`config.mk`:
```
export PLATFORM = sky130hd
export DESIGN_NAME = axis_header_extractor
export DESIGN_NICKNAME = d
export VERILOG_FILES = /design/src/rtl/axis_header_extractor.sv
export SDC_FILE = /design/constraint.sdc
export NUM_CORES = 1
export LEC_CHECK = 0
export ABC_AREA = 1
export BUFFER_PORTS_ARGS = -buffer_cell sky130_fd_sc_hd__buf_2
export CAP_MARGIN = 25
export CORE_AREA = 2 2 268 270
export DETAILED_ROUTE_END_ITERATION = 8
export DIE_AREA = 0 0 270 272
export PLACE_DENSITY = 0.71
export SYNTH_ARGS = -nofsm -noshare
export SYNTH_HDL_FRONTEND = slang
export SYNTH_SLANG_ARGS = --single-unit
```
`constraint.sdc`:
```
create_clock -name axis_aclk -period 4.7 [get_ports axis_aclk]
set_clock_uncertainty 0.2 [all_clocks]
set_input_delay 0.235 -clock axis_aclk [delete_from_list [all_inputs] [get_ports axis_aclk]]
set_output_delay 0.235 -clock axis_aclk [all_outputs]
set_load 0.01 [all_outputs]
```
`src/rtl/axis_header_extractor.sv`:
```
// AXIS tap: forwards every beat through a two-entry registered skid buffer while capturing
// each packet's leading header beats and reporting its saturating byte length at packet end.
module axis_header_extractor #(
    parameter int unsigned TDATA_WIDTH  = 64,
    parameter int unsigned TUSER_WIDTH  = 128,
    parameter int unsigned HEADER_BEATS = 2,
    parameter int unsigned LEN_WIDTH    = 16
) (
    input  logic                                   axis_aclk,
    input  logic                                   axis_resetn,

    input  logic [TDATA_WIDTH-1:0]                 axis_resize_tdata,
    input  logic [TDATA_WIDTH/8-1:0]               axis_resize_tkeep,
    input  logic [TUSER_WIDTH-1:0]                 axis_resize_tuser,
    input  logic                                   axis_resize_tvalid,
    output logic                                   axis_resize_tready,
    input  logic                                   axis_resize_tlast,

    output logic [TDATA_WIDTH-1:0]                 axis_tap_tdata,
    output logic [TDATA_WIDTH/8-1:0]               axis_tap_tkeep,
    output logic [TUSER_WIDTH-1:0]                 axis_tap_tuser,
    output logic                                   axis_tap_tlast,
    output logic                                   axis_tap_tvalid,
    input  logic                                   axis_tap_tready,

    output logic [HEADER_BEATS*TDATA_WIDTH-1:0]    header_tdata,
    output logic [HEADER_BEATS*TDATA_WIDTH/8-1:0]  header_tkeep,
    output logic [TUSER_WIDTH-1:0]                 header_tuser,
    output logic                                   header_short,
    output logic                                   header_valid,
    output logic [LEN_WIDTH-1:0]                   pkt_len,
    output logic                                   pkt_len_valid
);

    localparam int unsigned KeepW = TDATA_WIDTH / 8;
    localparam int unsigned BeatW = TDATA_WIDTH + KeepW + TUSER_WIDTH + 1;
    localparam int unsigned HdrW  = HEADER_BEATS * TDATA_WIDTH;
    localparam int unsigned HdrKW = HEADER_BEATS * KeepW;
    localparam int unsigned CntW  = $clog2(HEADER_BEATS + 1);
    localparam int unsigned PopW  = $clog2(KeepW + 1);
    localparam int unsigned SumW  = ((LEN_WIDTH > PopW) ? LEN_WIDTH : PopW) + 1;
    localparam logic [LEN_WIDTH-1:0] LenMax = '1;

    typedef enum logic [1:0] {StIdle, StHeader, StPayload} state_e;

    // ---------------- skid buffer ----------------
    logic [BeatW-1:0] mem_q [2];
    logic             wr_ptr_q, rd_ptr_q;
    logic [1:0]       cnt_q, cnt_d;
    logic             tready_q;
    logic             in_hs, out_hs;
    logic [BeatW-1:0] in_beat;

    assign in_hs   = axis_resize_tvalid & tready_q;
    assign out_hs  = axis_tap_tvalid & axis_tap_tready;
    assign in_beat = {axis_resize_tuser, axis_resize_tlast, axis_resize_tkeep, axis_resize_tdata};

    always_comb begin
        cnt_d = cnt_q + 2'(in_hs) - 2'(out_hs);
    end

    always_ff @(posedge axis_aclk or negedge axis_resetn) begin
        if (!axis_resetn) begin
            mem_q[0] <= '0;
            mem_q[1] <= '0;
            wr_ptr_q <= 1'b0;
            rd_ptr_q <= 1'b0;
            cnt_q    <= '0;
            tready_q <= 1'b0;
        end else begin
            if (in_hs) begin
                mem_q[wr_ptr_q] <= in_beat;
                wr_ptr_q        <= ~wr_ptr_q;
            end
            if (out_hs) begin
                rd_ptr_q <= ~rd_ptr_q;
            end
            cnt_q    <= cnt_d;
            // Ready reflects next-cycle occupancy so it never needs a combinational path.
            tready_q <= (cnt_d != 2'd2);
        end
    end

    assign axis_resize_tready = tready_q;
    assign axis_tap_tvalid    = (cnt_q != 2'd0);
    assign {axis_tap_tuser, axis_tap_tlast, axis_tap_tkeep, axis_tap_tdata} = mem_q[rd_ptr_q];

    // ---------------- length accumulation ----------------
    logic [PopW-1:0]      pop;
    logic [SumW-1:0]      sum;
    logic [LEN_WIDTH-1:0] len_sat;
    logic [LEN_WIDTH-1:0] byte_cnt_q;

    always_comb begin
        pop = '0;
        for (int i = 0; i < KeepW; i++) begin
            pop = pop + PopW'(axis_resize_tkeep[i]);
        end
        sum     = SumW'(byte_cnt_q) + SumW'(pop);
        len_sat = (sum > SumW'(LenMax)) ? LenMax : sum[LEN_WIDTH-1:0];
    end

    // ---------------- header capture FSM ----------------
    state_e               state_q;
    logic [CntW-1:0]      beat_cnt_q;
    logic [HdrW-1:0]      header_tdata_q;
    logic [HdrKW-1:0]     header_tkeep_q;
    logic [TUSER_WIDTH-1:0] header_tuser_q;
    logic                 header_short_q;
    logic                 header_valid_q;
    logic [LEN_WIDTH-1:0] pkt_len_q;
    logic                 pkt_len_valid_q;

    always_ff @(posedge axis_aclk or negedge axis_resetn) begin
        if (!axis_resetn) begin
            state_q         <= StIdle;
            beat_cnt_q      <= '0;
            byte_cnt_q      <= '0;
            header_tdata_q  <= '0;
            header_tkeep_q  <= '0;
            header_tuser_q  <= '0;
            header_short_q  <= 1'b0;
            header_valid_q  <= 1'b0;
            pkt_len_q       <= '0;
            pkt_len_valid_q <= 1'b0;
        end else begin
            header_valid_q  <= 1'b0;
            pkt_len_valid_q <= 1'b0;
            if (in_hs) begin
                if (axis_resize_tlast) begin
                    pkt_len_q       <= len_sat;
                    pkt_len_valid_q <= 1'b1;
                    byte_cnt_q      <= '0;
                end else begin
                    byte_cnt_q      <= len_sat;
                end

                unique case (state_q)
                    StIdle: begin
                        header_tdata_q <= HdrW'(axis_resize_tdata);
                        header_tkeep_q <= HdrKW'(axis_resize_tkeep);
                        header_tuser_q <= axis_resize_tuser;
                        header_short_q <= 1'b0;
                        beat_cnt_q     <= CntW'(1);
                        if (axis_resize_tlast) begin
                            header_valid_q <= 1'b1;
                            header_short_q <= (HEADER_BEATS > 1);
                        end else if (HEADER_BEATS == 1) begin
                            header_valid_q <= 1'b1;
                            state_q        <= StPayload;
                        end else begin
                            state_q        <= StHeader;
                        end
                    end
                    StHeader: begin
                        for (int k = 1; k < HEADER_BEATS; k++) begin
                            if (beat_cnt_q == CntW'(k)) begin
                                header_tdata_q[k*TDATA_WIDTH +: TDATA_WIDTH] <= axis_resize_tdata;
                                header_tkeep_q[k*KeepW +: KeepW]             <= axis_resize_tkeep;
                            end
                        end
                        beat_cnt_q <= beat_cnt_q + CntW'(1);
                        if (beat_cnt_q == CntW'(HEADER_BEATS - 1)) begin
                            header_valid_q <= 1'b1;
                            state_q        <= axis_resize_tlast ? StIdle : StPayload;
                        end else if (axis_resize_tlast) begin
                            header_valid_q <= 1'b1;
                            header_short_q <= 1'b1;
                            state_q        <= StIdle;
                        end
                    end
                    StPayload: begin
                        if (axis_resize_tlast) begin
                            state_q <= StIdle;
                        end
                    end
                    default: state_q <= StIdle;
                endcase
            end
        end
    end

    assign header_tdata  = header_tdata_q;
    assign header_tkeep  = header_tkeep_q;
    assign header_tuser  = header_tuser_q;
    assign header_short  = header_short_q;
    assign header_valid  = header_valid_q;
    assign pkt_len       = pkt_len_q;
    assign pkt_len_valid = pkt_len_valid_q;

endmodule

```
==> metrics.md, run 1 <==
| Metric | Value |
|---|---|
| Status | `finished clean` |
| Crit path to | `byte_cnt_q[15]$_DFFE_PN0P_` |
| CP Capture Type | `flop` |
| # IOs | `~700` |
| Routed wire length per instance | `approximately 19 µm` |
| Final hold violation count | `0` |
| Row count | `98` |
| Total of max-cap violations | `0` |
| Mapped Area | `between 30000 and 40000 µm²` |
| TritonCTS clock tree | `built` |
| Fin Setup TNS | `0 ns` |
| Syn Inst Count | `approximately 2800` |
| Fin. max-slew vios | `0` |
| DRC | `0` |
| RR Startpoint | `byte_cnt_q[0]$_DFFE_PN0P_` |
| Hold Crit Class | `input pin to asynchronous set/reset pin` |
| Post-layout util | `0.558` |
| Yosys reg bits | `718` |
| Initial Util | `0.430` |
| I/O Buffers | `698` |
| Reg2reg setup slack | `around 1.2 ns` |
| Postcts setup bufs | `0` |
| Period utilization | `0.850` |
| First-pass DRT Iterations | `5` |
| Stages on the worst setup path | `15` |
| Crit path cell chain | `dlygate4sd3_1 -> buf_2 -> fa_1 -> inv_1 -> fa_1 -> fa_1 -> fa_1 -> fa_1 -> nor2_1 -> nor2_2 -> nor2_8 -> nand4_4 -> nand3_1 -> nand2_1 -> nand2_1` |
| Vias per cell | `between 5 and 6` |
| Detailed placement HPWL | `roughly 57000 µm` |
| Reg-to-Reg End | `byte_cnt_q[15]$_DFFE_PN0P_` |
| Nets | `roughly 3900` |
| Slew margin rel. | `0.381` |
| Yosys top cell area share | `0.590` |
| Final setup violation count | `0` |
| CTS clk-pin slew, worst paths | `around 0.06 ns` |
| Starting DRC count in detailed routing | `roughly 1600` |
| Largest net degree at the start of global routing | `178` |
| WP buf/inv | `3` |
| Initial antenna violation count | `1` |
| Vias in the first global route | `approximately 24000` |
| Sequential cell area | `roughly 18000 µm²` |
| Synth area leaders | `dfrtp_1 59%, mux2_2 9.3%, o21ai_0 7.0%` |
| Multi-input logic area | `roughly 10000 µm²` |
| # H-tree levels | `3` |
| Die height | `around 270 µm` |
| RSZ-0062 raised after global routing | `no` |
| Worst Setup SP | `axis_resize_tkeep[0]` |
| Total GRT Usage | `0.232` |
| Crit path DAT | `approximately 4.3 ns` |
| CTS Sinks | `slightly above 700` |
| CP max FO | `15` |
| Slew @ Worst Pin | `between 0.9 and 1 ns` |
| GRT Residual Overflow | `0` |
| Unique masters post-synth | `39` |
| Startpoint types | `input pin` |
| CTS Buffer Depth | `3` |
| FILL cells | `5802` |
| Syn_nets | `around 3000` |
| Cell family with most CP delay | `adder cells` |
| Die ar. | `~73000 µm²` |
| Pwr/cell area | `roughly 740 nW/µm²` |
| First-pass GRT wire length | `approximately 140000 µm` |
| CORE AREA | `~71000 µm²` |
| Area leader, netlist | `dfrtp_1` |
| Total number of vias | `roughly 24000` |
| Min Tclk post-route | `about 4 ns` |
| Setup CP Type | `input pin to flop` |
| CP max stage delay | `about 0.53 ns` |
| FF-to-FF path depth | `12` |
| CP Data Required Time | `a little over 5 ns` |
| Post-CTS sizing | `0` |
| Maximum clock rate | `~250 MHz` |
| Syn avg cell area | `approximately 11 µm²` |
| Final RePlAce weighted congestion | `0.855` |
| Crit path top cell by count | `fa_1` |
| Synth warnings | `0` |
| Static leakage | `19.4 nW` |
| Die width | `270 µm` |
| Clock tree root buffer cell | `clkbuf_16` |
| Clock latency on the worst-skew pair | `0.61 ns` |
| Detailed Route WL | `slightly below 90000 µm` |
| Area grow syn2layout | `29.6%` |
| Antenna Nets Post-Route | `0` |
| Seq/Total Area, Yosys | `0.590` |
| Slowest cell on the critical path | `dlygate4sd3_1` |
| Fraction of layout instances using a drive strength above 1 | `0.339` |
| Peak supply drop | `roughly 430 µV` |
| Num CTS Buffers | `77` |
[kinds of logic after synthesis]
family                   Yosys count  synth area share
AND/OR/NAND/NOR                  674            0.0914
AO/OA/AOI/OAI                    499            0.0831
flip-flops                       718             0.590
XOR/XNOR                          10           0.00288
buffers and inverters            474            0.0686
multiplexers                     391             0.157
adder cells (fa/ha/maj)           14           0.00699
[registers in the layout (all words and copies together), names as in the netlist, 2 cells and up]
signal / flops
header_tdata: 128
mem_q: 402
beat_cnt_q: 2
header_tuser: 128
header_tkeep: 16
pkt_len: 16
state_q: 2
cnt_q: 2
byte_cnt_q: 16
[cell usage in the layout (no fill, tap or decap), types with 3 or more instances in the layout]
| cell type | Yosys | final |
|---|---|---|
| clkbuf_1 | 50 | 13 |
| clkinvlp_4 | 0 | 5 |
| clkbuf_16 | 0 | 79 |
| clkbuf_8 | 0 | 17 |
| mux2_4 | 100 | 100 |
| buf_4 | 17 | 32 |
| mux2_1 | 40 | 40 |
| bufinv_16 | 0 | 6 |
| o21a_1 | 5 | 5 |
| nor2_4 | 3 | 4 |
| buf_2 | 76 | 697 |
| o21ai_1 | 57 | 57 |
| nand2_1 | 546 | 546 |
| buf_12 | 0 | 15 |
| nor2_2 | 4 | 3 |
| a21oi_1 | 5 | 5 |
| mux2_2 | 251 | 251 |
| nor2_1 | 10 | 10 |
| inv_1 | 306 | 305 |
| o21ai_0 | 427 | 427 |
| clkinv_2 | 0 | 12 |
| nand3_1 | 87 | 87 |
| inv_2 | 4 | 4 |
| xor2_1 | 5 | 5 |
| nand3b_1 | 3 | 3 |
| dlygate4sd3_1 | 0 | 203 |
| dfrtp_1 | 718 | 717 |
| ha_1 | 9 | 9 |
| fa_1 | 5 | 5 |
| nand2_2 | 10 | 9 |
| xnor2_1 | 5 | 5 |
[through the flow]
stage	power, mW	hold slack, ns	setup WS (ns)	cells	instance area (µm²)
after floorplan	17.7	-0.261	1.15	2780	30400
after global placement	22.2	0.184	0.672	4312	34800
after detailed placement	22.6	0.183	0.617	4312	34800
after CTS	29.2	0.0983	0.743	4654	39500
after global routing	30.9	0.142	0.582	4655	39500
final	29.1	0.0849	0.707	4655	39500
[power breakdown]
| group | switching [mW] | internal (mW) | leakage [nW] |
|---|---|---|---|
| sequential | 1.52 | 9.20 | 8.75 |
| clock | 2.59 | 3.71 | 1.29 |
| combinational | 6.90 | 5.20 | 9.38 |
| total | 11.0 | 18.1 | 19.4 |
[Yosys cell counts (all sizes together)]
cell type / number
o31ai: 1
nor2: 18
fa: 5
dfrtp: 718
a21oi: 6
xor2: 5
nand3: 90
o21ai: 484
a21o: 1
o21a: 5
or2: 2
mux2: 391
nor3: 3
clkinv: 1
a31oi: 1
xnor2: 5
ha: 9
o2111ai: 1
nand4: 2
nand3b: 3
inv: 310
nand2: 556
clkbuf: 50
buf: 113
[worst reg2reg max path, stage by stage, from the launching register on]
cell,delay (ns)
dfrtp_1,0.36
inv_1,0.09
fa_1,0.44
fa_1,0.46
fa_1,0.41
fa_1,0.42
nor2_1,0.15
nor2_2,0.10
nor2_8,0.15
nand4_4,0.30
nand3_1,0.23
nand2_1,0.06
nand2_1,0.09
[area by class of cell]
cell class | count | share of cell area
Tap cell | 950 | 0.0301
Clock buffer | 109 | 0.0572
Timing Repair Buffer | 948 | 0.154
Inverter | 311 | 0.0296
Clock inverter | 30 | 0.00995
Multi-Input combinational cell | 1588 | 0.264
Antenna cell | 1 | 0.0000634
Sequential cell | 718 | 0.455
[routing by layer]
metal / vias up / part of all wire / track usage
li1: 10778 / - / -
met1: 11681 / 0.40 / 0.291
met2: 879 / 0.48 / 0.378
met3: 235 / 0.074 / 0.0573
met4: 0 / 0.049 / 0.113
met5: - / 0 / 0
[worst min path at each step]
stage                start                            to  slack (ns)  cells past startpoint
6_report       axis_resetn   header_tuser[1]$_DFFE_PN0P_        0.08                      2
5_1_grt        axis_resetn         mem_q[74]$_DFFE_PN0P_        0.14                      2
4_1_cts        axis_resetn   header_tuser[1]$_DFFE_PN0P_         0.1                      2
3_5_place_dp   axis_resetn   header_tuser[1]$_DFFE_PN0P_        0.18                      1
3_3_place_gp   axis_resetn        mem_q[275]$_DFFE_PN0P_        0.18                      1
2_1_floorplan  axis_resetn  axis_resize_tready$_DFF_PN0_       -0.26                      0
[what timing repair did]
item / CTS / global route
hold buffers: 203 / 0
setup endpoints to repair: 0 / 0
hold endpoints to repair: 807 / 0
(Power assumes the default switching activity.)
==> run 2, diff against run 1 <==
--- a/config.mk
+++ b/config.mk
@@ -8,10 +8,10 @@
 export ABC_AREA = 1
 export BUFFER_PORTS_ARGS = -buffer_cell sky130_fd_sc_hd__buf_2
 export CAP_MARGIN = 25
-export CORE_AREA = 2 2 268 270
+export CORE_AREA = 2 2 271 273
 export DETAILED_ROUTE_END_ITERATION = 8
-export DIE_AREA = 0 0 270 272
-export PLACE_DENSITY = 0.71
+export DIE_AREA = 0 0 273 275
+export PLACE_DENSITY = 0.7
 export SYNTH_ARGS = -nofsm -noshare
 export SYNTH_HDL_FRONTEND = slang
 export SYNTH_SLANG_ARGS = --single-unit
==> constraint.sdc (replaced) <==
create_clock -name axis_aclk -period 3.73 [get_ports axis_aclk]
set_clock_uncertainty 0.2 [all_clocks]
set_input_delay 0.1865 -clock axis_aclk [delete_from_list [all_inputs] [get_ports axis_aclk]]
set_output_delay 0.1865 -clock axis_aclk [all_outputs]
set_load 0.01 [all_outputs]
==> run 2 against run 1 <==
  * Clock power increased by 24%
  * Setup slack got worse by 0.59 ns
  * Total power increased by 25%
  * First-iteration DRC count increased by 7.2%
  * Sequential power increased by 25%
  * Register-to-register slack got worse by 0.64 ns
  * Sequential cell count unchanged
  * Final cell count increased by 0.39%
  * Largest cell class unchanged
==> metrics.md, run 2 (synthesis results as in run 1) <==
| Metric | Value |
|---|---|
| Status | `finished clean (unchanged)` |
| Routed wire length per instance | `17.9 µm (was 18.6 µm)` |
| Slew @ Worst Pin | `0.941 ns (was 0.928 ns)` |
| Final hold violation count | `0 (unchanged)` |
| Largest net degree at the start of global routing | `173 (was 178)` |
| RSZ-0062 raised after global routing | `no (unchanged)` |
| Slew margin rel. | `0.372 (was 0.381)` |
| Worst Setup SP | `axis_resize_tkeep[1] (was axis_resize_tkeep[0])` |
| CORE AREA | `72300 µm² (was 70800 µm²)` |
| Reg2reg setup slack | `0.54 ns (was 1.18 ns)` |
| Fin. max-slew vios | `0 (unchanged)` |
| Final non-filler cell total | `4673 (was 4655)` |
| Antenna Nets Post-Route | `0 (unchanged)` |
| Total of max-cap violations | `0 (unchanged)` |
| CP max stage delay | `0.54 ns (was 0.53 ns)` |
| CTS Buffer Depth | `3 (unchanged)` |
| Hold Crit Class | `input pin to asynchronous set/reset pin (unchanged)` |
| RR Startpoint | `byte_cnt_q[0]$_DFFE_PN0P_ (unchanged)` |
| Clock tree root buffer cell | `clkbuf_16 (unchanged)` |
| Crit path top cell by count | `fa_1 (unchanged)` |
| I/O Buffers | `698 (unchanged)` |
| Total number of vias | `23170 (was 23573)` |
| CTS Sinks | `718 (unchanged)` |
| GRT Residual Overflow | `0 (unchanged)` |
| Num CTS Buffers | `79 (was 77)` |
| CP max FO | `5 (was 15)` |
| Crit path cell chain | `dlygate4sd3_1 -> buf_2 -> fa_1 -> inv_1 -> fa_1 -> fa_1 -> fa_2 -> fa_2 -> nor2_1 -> nor2_2 -> nor2_8 -> buf_4 -> xor2_1 -> nand2_2 -> nand2_1 -> nand2_1 (was dlygate4sd3_1 -> buf_2 -> fa_1 -> inv_1 -> fa_1 -> fa_1 -> fa_1 -> fa_1 -> nor2_1 -> nor2_2 -> nor2_8 -> nand4_4 -> nand3_1 -> nand2_1 -> nand2_1)` |
| Crit path DAT | `3.93 ns (was 4.34 ns)` |
| Vias per cell | `4.96 (was 5.06)` |
| Final RePlAce weighted congestion | `0.838 (was 0.855)` |
| Min Tclk post-route | `roughly 3.6 ns` |
| Fraction of layout instances using a drive strength above 1 | `0.338 (was 0.339)` |
| Startpoint types | `input pin (unchanged)` |
| Postcts setup bufs | `0 (unchanged)` |
| Fin Setup TNS | `0 ns (unchanged)` |
| Commonest non-fill, non-tap cells in the layout | `717 x dfrtp_1, 697 x buf_2, 546 x nand2_1 (unchanged)` |
| First-pass GRT wire length | `129000 µm (was 135000 µm)` |
| Period utilization | `0.969` |
| TritonCTS clock tree | `built (unchanged)` |
| Total GRT Usage | `0.218 (was 0.232)` |
| CP Data Required Time | `4.04 ns (was 5.05 ns)` |
| CP Capture Type | `flop (unchanged)` |
| Vias in the first global route | `23029 (was 23851)` |
| Die ar. | `75100 µm² (was 73400 µm²)` |
| Maximum clock rate | `~280 MHz` |
| Nets | `3874 (was 3863)` |
| Die width | `273 µm (was 270 µm)` |
| Largest Register | `mem_q (unchanged)` |
| Post-layout util | `0.548 (was 0.558)` |
| Area grow syn2layout | `30.1% (was 29.6%)` |
| Detailed Route WL | `83500 µm (was 86800 µm)` |
| CTS clk-pin slew, worst paths | `0.06 ns (about the same)` |
| First-pass DRT Iterations | `5 (unchanged)` |
| Static leakage | `19.5 nW (was 19.4 nW)` |
| Clock latency on the worst-skew pair | `0.61 ns (about the same)` |
| WP buf/inv | `4 (was 3)` |
| DRC | `0 (unchanged)` |
| Setup CP Type | `input pin to flop (unchanged)` |
| Row count | `99 (was 98)` |
| Pwr/cell area | `918 nW/µm² (was 738 nW/µm²)` |
| Placed cell count | `4327 (was 4312)` |
| Starting DRC count in detailed routing | `1721 (was 1606)` |
| # IOs | `699 (unchanged)` |
| Power Total | `36.4 mW (was 29.1 mW)` |
| Number of flip-flops in the largest register | `402 (unchanged)` |
| Final setup violation count | `0 (unchanged)` |
| # H-tree levels | `3 (unchanged)` |
| Die height | `275 µm (was 272 µm)` |
| Slowest cell on the critical path | `fa_1 (was dlygate4sd3_1)` |
| Initial Util | `0.421 (was 0.430)` |
| Initial antenna violation count | `1 (unchanged)` |
| Peak supply drop | `608 µV (was 434 µV)` |
| Detailed placement HPWL | `56400 µm (was 57200 µm)` |
| Commonest non-fill, non-tap cell in the layout | `dfrtp_1 (unchanged)` |
| Cell family with most CP delay | `adder cells (unchanged)` |
==> run 2: final timing paths <==
kind / end / depth (start not counted)
setup / recovery: byte_cnt_q[8]$_DFFE_PN0P_ / 16
min in group axis_aclk: mem_q[318]$_DFFE_PN0P_ / 4
setup reg to reg: byte_cnt_q[8]$_DFFE_PN0P_ / 13
max in group asynchronous: header_tdata[58]$_DFFE_PN0P_ / 4
hold reg to reg: pkt_len[8]$_DFFE_PN0P_ / 2
hold / removal: header_tkeep[3]$_DFFE_PN0P_ / 2
==> run 2: repair_timing <==
action | in CTS | in global routing
endpoints found under the setup margin | 0 | 29
resized for setup | 0 | 2
hold endpoints to repair | 801 | 0
hold buffers | 206 | 0
==> run 2: cell type report <==
| type | count | area [µm²] |
|---|---|---|
| multi-input combinational | 1588 | 10400 |
| timing repair buffer | 957 | 6240 |
| antenna | 2 | 5.00 |
| inverter | 311 | 1170 |
| clock buffer | 112 | 2270 |
| sequential | 718 | 18000 |
| clock inverter | 26 | 334 |
| tap | 959 | 1200 |
| fill | 6036 | 32700 |
==> run 2: metal layers <==
metal,track usage,up-vias,share of wire
met2,0.356,776,0.48
met4,0.0893,0,0.036
li1,-,10800,-
met5,0,-,0
met1,0.277,11418,0.41
met3,0.0551,176,0.070
==> run 2: where the power goes <==
part / switching [mW] / total (mW) / internal, mW
Combinational: 8.58 / 15.2 / 6.59
Sequential: 1.80 / 13.4 / 11.6
Clock: 3.18 / 7.80 / 4.61
Total: 13.6 / 36.4 / 22.8
==> run 2: stage by stage <==
step	worst slack [ns]	area [µm²]	hold WS, ns
5_1_grt	0.00557	39600	0.0660
2_1_floorplan	0.228	30400	-0.309
3_5_place_dp	-0.122	34900	0.118
4_1_cts	0.0277	39600	0.0432
6_report	0.114	39600	0.00213
3_3_place_gp	-0.0566	34900	0.114
==> run 3, diff against run 2 <==
--- a/config.mk
+++ b/config.mk
@@ -8,10 +8,12 @@
 export ABC_AREA = 1
 export BUFFER_PORTS_ARGS = -buffer_cell sky130_fd_sc_hd__buf_2
 export CAP_MARGIN = 25
-export CORE_AREA = 2 2 271 273
+export CELL_PAD_IN_SITES_DETAIL_PLACEMENT = 0
+export CELL_PAD_IN_SITES_GLOBAL_PLACEMENT = 1
+export CORE_MARGIN = 2
+export CORE_UTILIZATION = 42
 export DETAILED_ROUTE_END_ITERATION = 8
-export DIE_AREA = 0 0 273 275
-export PLACE_DENSITY = 0.7
+export PLACE_DENSITY = 0.85
 export SYNTH_ARGS = -nofsm -noshare
 export SYNTH_HDL_FRONTEND = slang
 export SYNTH_SLANG_ARGS = --single-unit
==> run 3 against run 2 <==
  * Sequential power is essentially flat
  * Combinational power is essentially flat
  * Setup slack gained 0.24 ns
  * Via count down 0.79%
==> metrics.md, run 3 (synthesis results as in run 1) <==
| Metric | Value |
|---|---|
| DRC | `0 (unchanged)` |
| CTS Buffer Depth | `3 (unchanged)` |
| Slew margin rel. | `0.399 (was 0.372)` |
| Total GRT Usage | `0.223 (was 0.218)` |
| Starting DRC count in detailed routing | `1523 (was 1721)` |
| CORE AREA | `71600 µm² (was 72300 µm²)` |
| Commonest non-fill, non-tap cells in the layout | `717 x dfrtp_1, 697 x buf_2, 546 x nand2_1 (unchanged)` |
| Number of flip-flops in the largest register | `402 (unchanged)` |
| Routed wire length per instance | `18.2 µm (was 17.9 µm)` |
| Post-CTS sizing | `0 (unchanged)` |
| Final RePlAce weighted congestion | `0.851 (was 0.838)` |
| Largest net degree at the start of global routing | `183 (was 173)` |
| CP Capture Type | `flop (unchanged)` |
| Crit path DAT | `3.71 ns (was 3.93 ns)` |
| First-pass GRT wire length | `132000 µm (was 129000 µm)` |
| Hold Crit Class | `input pin to asynchronous set/reset pin (unchanged)` |
| Static leakage | `19.6 nW (was 19.5 nW)` |
| Min Tclk post-route | `3.38 ns (was 3.62 ns)` |
| I/O Buffers | `698 (unchanged)` |
| Final non-filler cell total | `4682 (was 4673)` |
| Hold Buf Count CTS | `205 (was 206)` |
| Vias per cell | `4.91 (was 4.96)` |
| Total of max-cap violations | `0 (unchanged)` |
| Commonest non-fill, non-tap cell in the layout | `dfrtp_1 (unchanged)` |
| Largest Register | `mem_q (unchanged)` |
| Fin Setup TNS | `0 ns (unchanged)` |
| Peak supply drop | `560 µV (was 608 µV)` |
| Pwr/cell area | `922 nW/µm² (was 918 nW/µm²)` |
| Placed cell count | `4336 (was 4327)` |
| Area grow syn2layout | `30.6% (was 30.1%)` |
| First-pass DRT Iterations | `5 (unchanged)` |
| Final setup violation count | `0 (unchanged)` |
| Die height | `273 µm (was 275 µm)` |
| CP max FO | `7 (was 5)` |
| Slew @ Worst Pin | `0.902 ns (was 0.941 ns)` |
| Initial Util | `0.425 (was 0.421)` |
| Postcts setup bufs | `0 (unchanged)` |
| Num CTS Buffers | `77 (was 79)` |
| Die ar. | `74700 µm² (was 75100 µm²)` |
| CTS Sinks | `718 (unchanged)` |
| CP Data Required Time | `4.06 ns (was 4.04 ns)` |
| Antenna Nets Post-Route | `0 (unchanged)` |
| Nets | `3889 (was 3874)` |
| Detailed placement HPWL | `57600 µm (was 56400 µm)` |
| Clock latency on the worst-skew pair | `0.59 ns (was 0.61 ns)` |
| TritonCTS clock tree | `built (unchanged)` |
| Final instance area | `39800 µm² (was 39600 µm²)` |
| # H-tree levels | `3 (unchanged)` |
| Period utilization | `0.906 (was 0.969)` |
| GRT Residual Overflow | `0 (unchanged)` |
| CTS clk-pin slew, worst paths | `0.06 ns (about the same)` |
| Die width | `273 µm (about the same)` |
| Final hold violation count | `0 (unchanged)` |
| Vias in the first global route | `23242 (was 23029)` |
| Maximum clock rate | `296 MHz (was 277 MHz)` |
| Post-DP Area | `35000 µm² (was 34900 µm²)` |
| Clock tree root buffer cell | `clkbuf_16 (unchanged)` |
| Fin. max-slew vios | `0 (unchanged)` |
| Initial antenna violation count | `2 (was 1)` |
| Startpoint types | `flop (was input pin)` |
| Fraction of layout instances using a drive strength above 1 | `0.342 (was 0.338)` |
| Setup CP Type | `flop to flop (was input pin to flop)` |
| Power Total | `36.7 mW (was 36.4 mW)` |
| RSZ-0062 raised after global routing | `no (unchanged)` |
| Status | `finished clean (unchanged)` |
| Final worst hold slack | `0.0337 ns (was 0.00213 ns)` |
| # IOs | `699 (unchanged)` |
| Detailed Route WL | `85100 µm (was 83500 µm)` |
| Total number of vias | `22987 (was 23170)` |
| Row count | `98 (was 99)` |
[run 3: cell types whose count changed in the layout (fill, tap and decap cells not counted), sizes merged]
cell / delta
clkinvlp: +3
clkbuf: -3
bufinv: +5
clkinv: -4
dlygate4sd3: -1
buf: +18
[run 3: report_power, final]
| group | switching (mW) | total, mW | internal (mW) | leakage (nW) |
|---|---|---|---|---|
| logic | 8.58 | 15.2 | 6.66 | 9.53 |
| registers | 1.80 | 13.4 | 11.6 | 8.75 |
| clock network | 3.17 | 8.02 | 4.86 | 1.30 |
[run 3: final cells by class]
type	instances	area [µm²]
Antenna cell	2	5.00
Tap cell	950	1190
Fill cell	6060	31800
Clock buffer	109	2220
Timing Repair Buffer	974	6350
Clock inverter	30	455
Multi-Input combinational cell	1588	10400
Sequential cell	718	18000
Inverter	311	1170
[run 3: per-stage QoR]
stage          worst slack, ns  utilization
2_1_floorplan            0.228            -
3_3_place_gp           -0.0921        0.489
3_5_place_dp            -0.153        0.489
4_1_cts                  0.335        0.555
5_1_grt                  0.116        0.555
6_report                 0.350        0.555
[run 3: path summary, 6_finish.rpt]
check	startpoint	end	slack, ns	cells past startpoint
max in group asynchronous	axis_resetn	header_tuser[117]$_DFFE_PN0P_	2.22	3
setup / recovery	byte_cnt_q[0]$_DFFE_PN0P_	byte_cnt_q[1]$_DFFE_PN0P_	0.35	13
min in group axis_aclk	axis_resize_tuser[18]	mem_q[292]$_DFFE_PN0P_	0.17	4
hold / removal	axis_resetn	header_tdata[4]$_DFFE_PN0P_	0.03	2
hold reg to reg	pkt_len[2]$_DFFE_PN0P_	pkt_len[2]$_DFFE_PN0P_	0.28	2
setup reg to reg	byte_cnt_q[0]$_DFFE_PN0P_	byte_cnt_q[1]$_DFFE_PN0P_	0.35	13
[run 3: critical path, stage by stage, from the launching register on]
cell     delay [ns]
dfrtp_1        0.36
inv_1          0.08
fa_1           0.43
fa_1           0.47
fa_1           0.44
fa_1           0.40
nor2_1         0.14
nor2_2         0.09
nor2_8         0.10
nand4_4        0.17
buf_4          0.22
nand2_2        0.07
nand2_1        0.05
nand2_1        0.09
[run 3: routing by layer]
layer  routed length (µm)  GRT usage  vias to the layer above
li1                     -          -                    10823
met1                34600      0.278                    11210
met2                40000      0.364                      750
met3                 6460     0.0616                      202
met4                 3970     0.0995                        2
met5                    7          0                        -
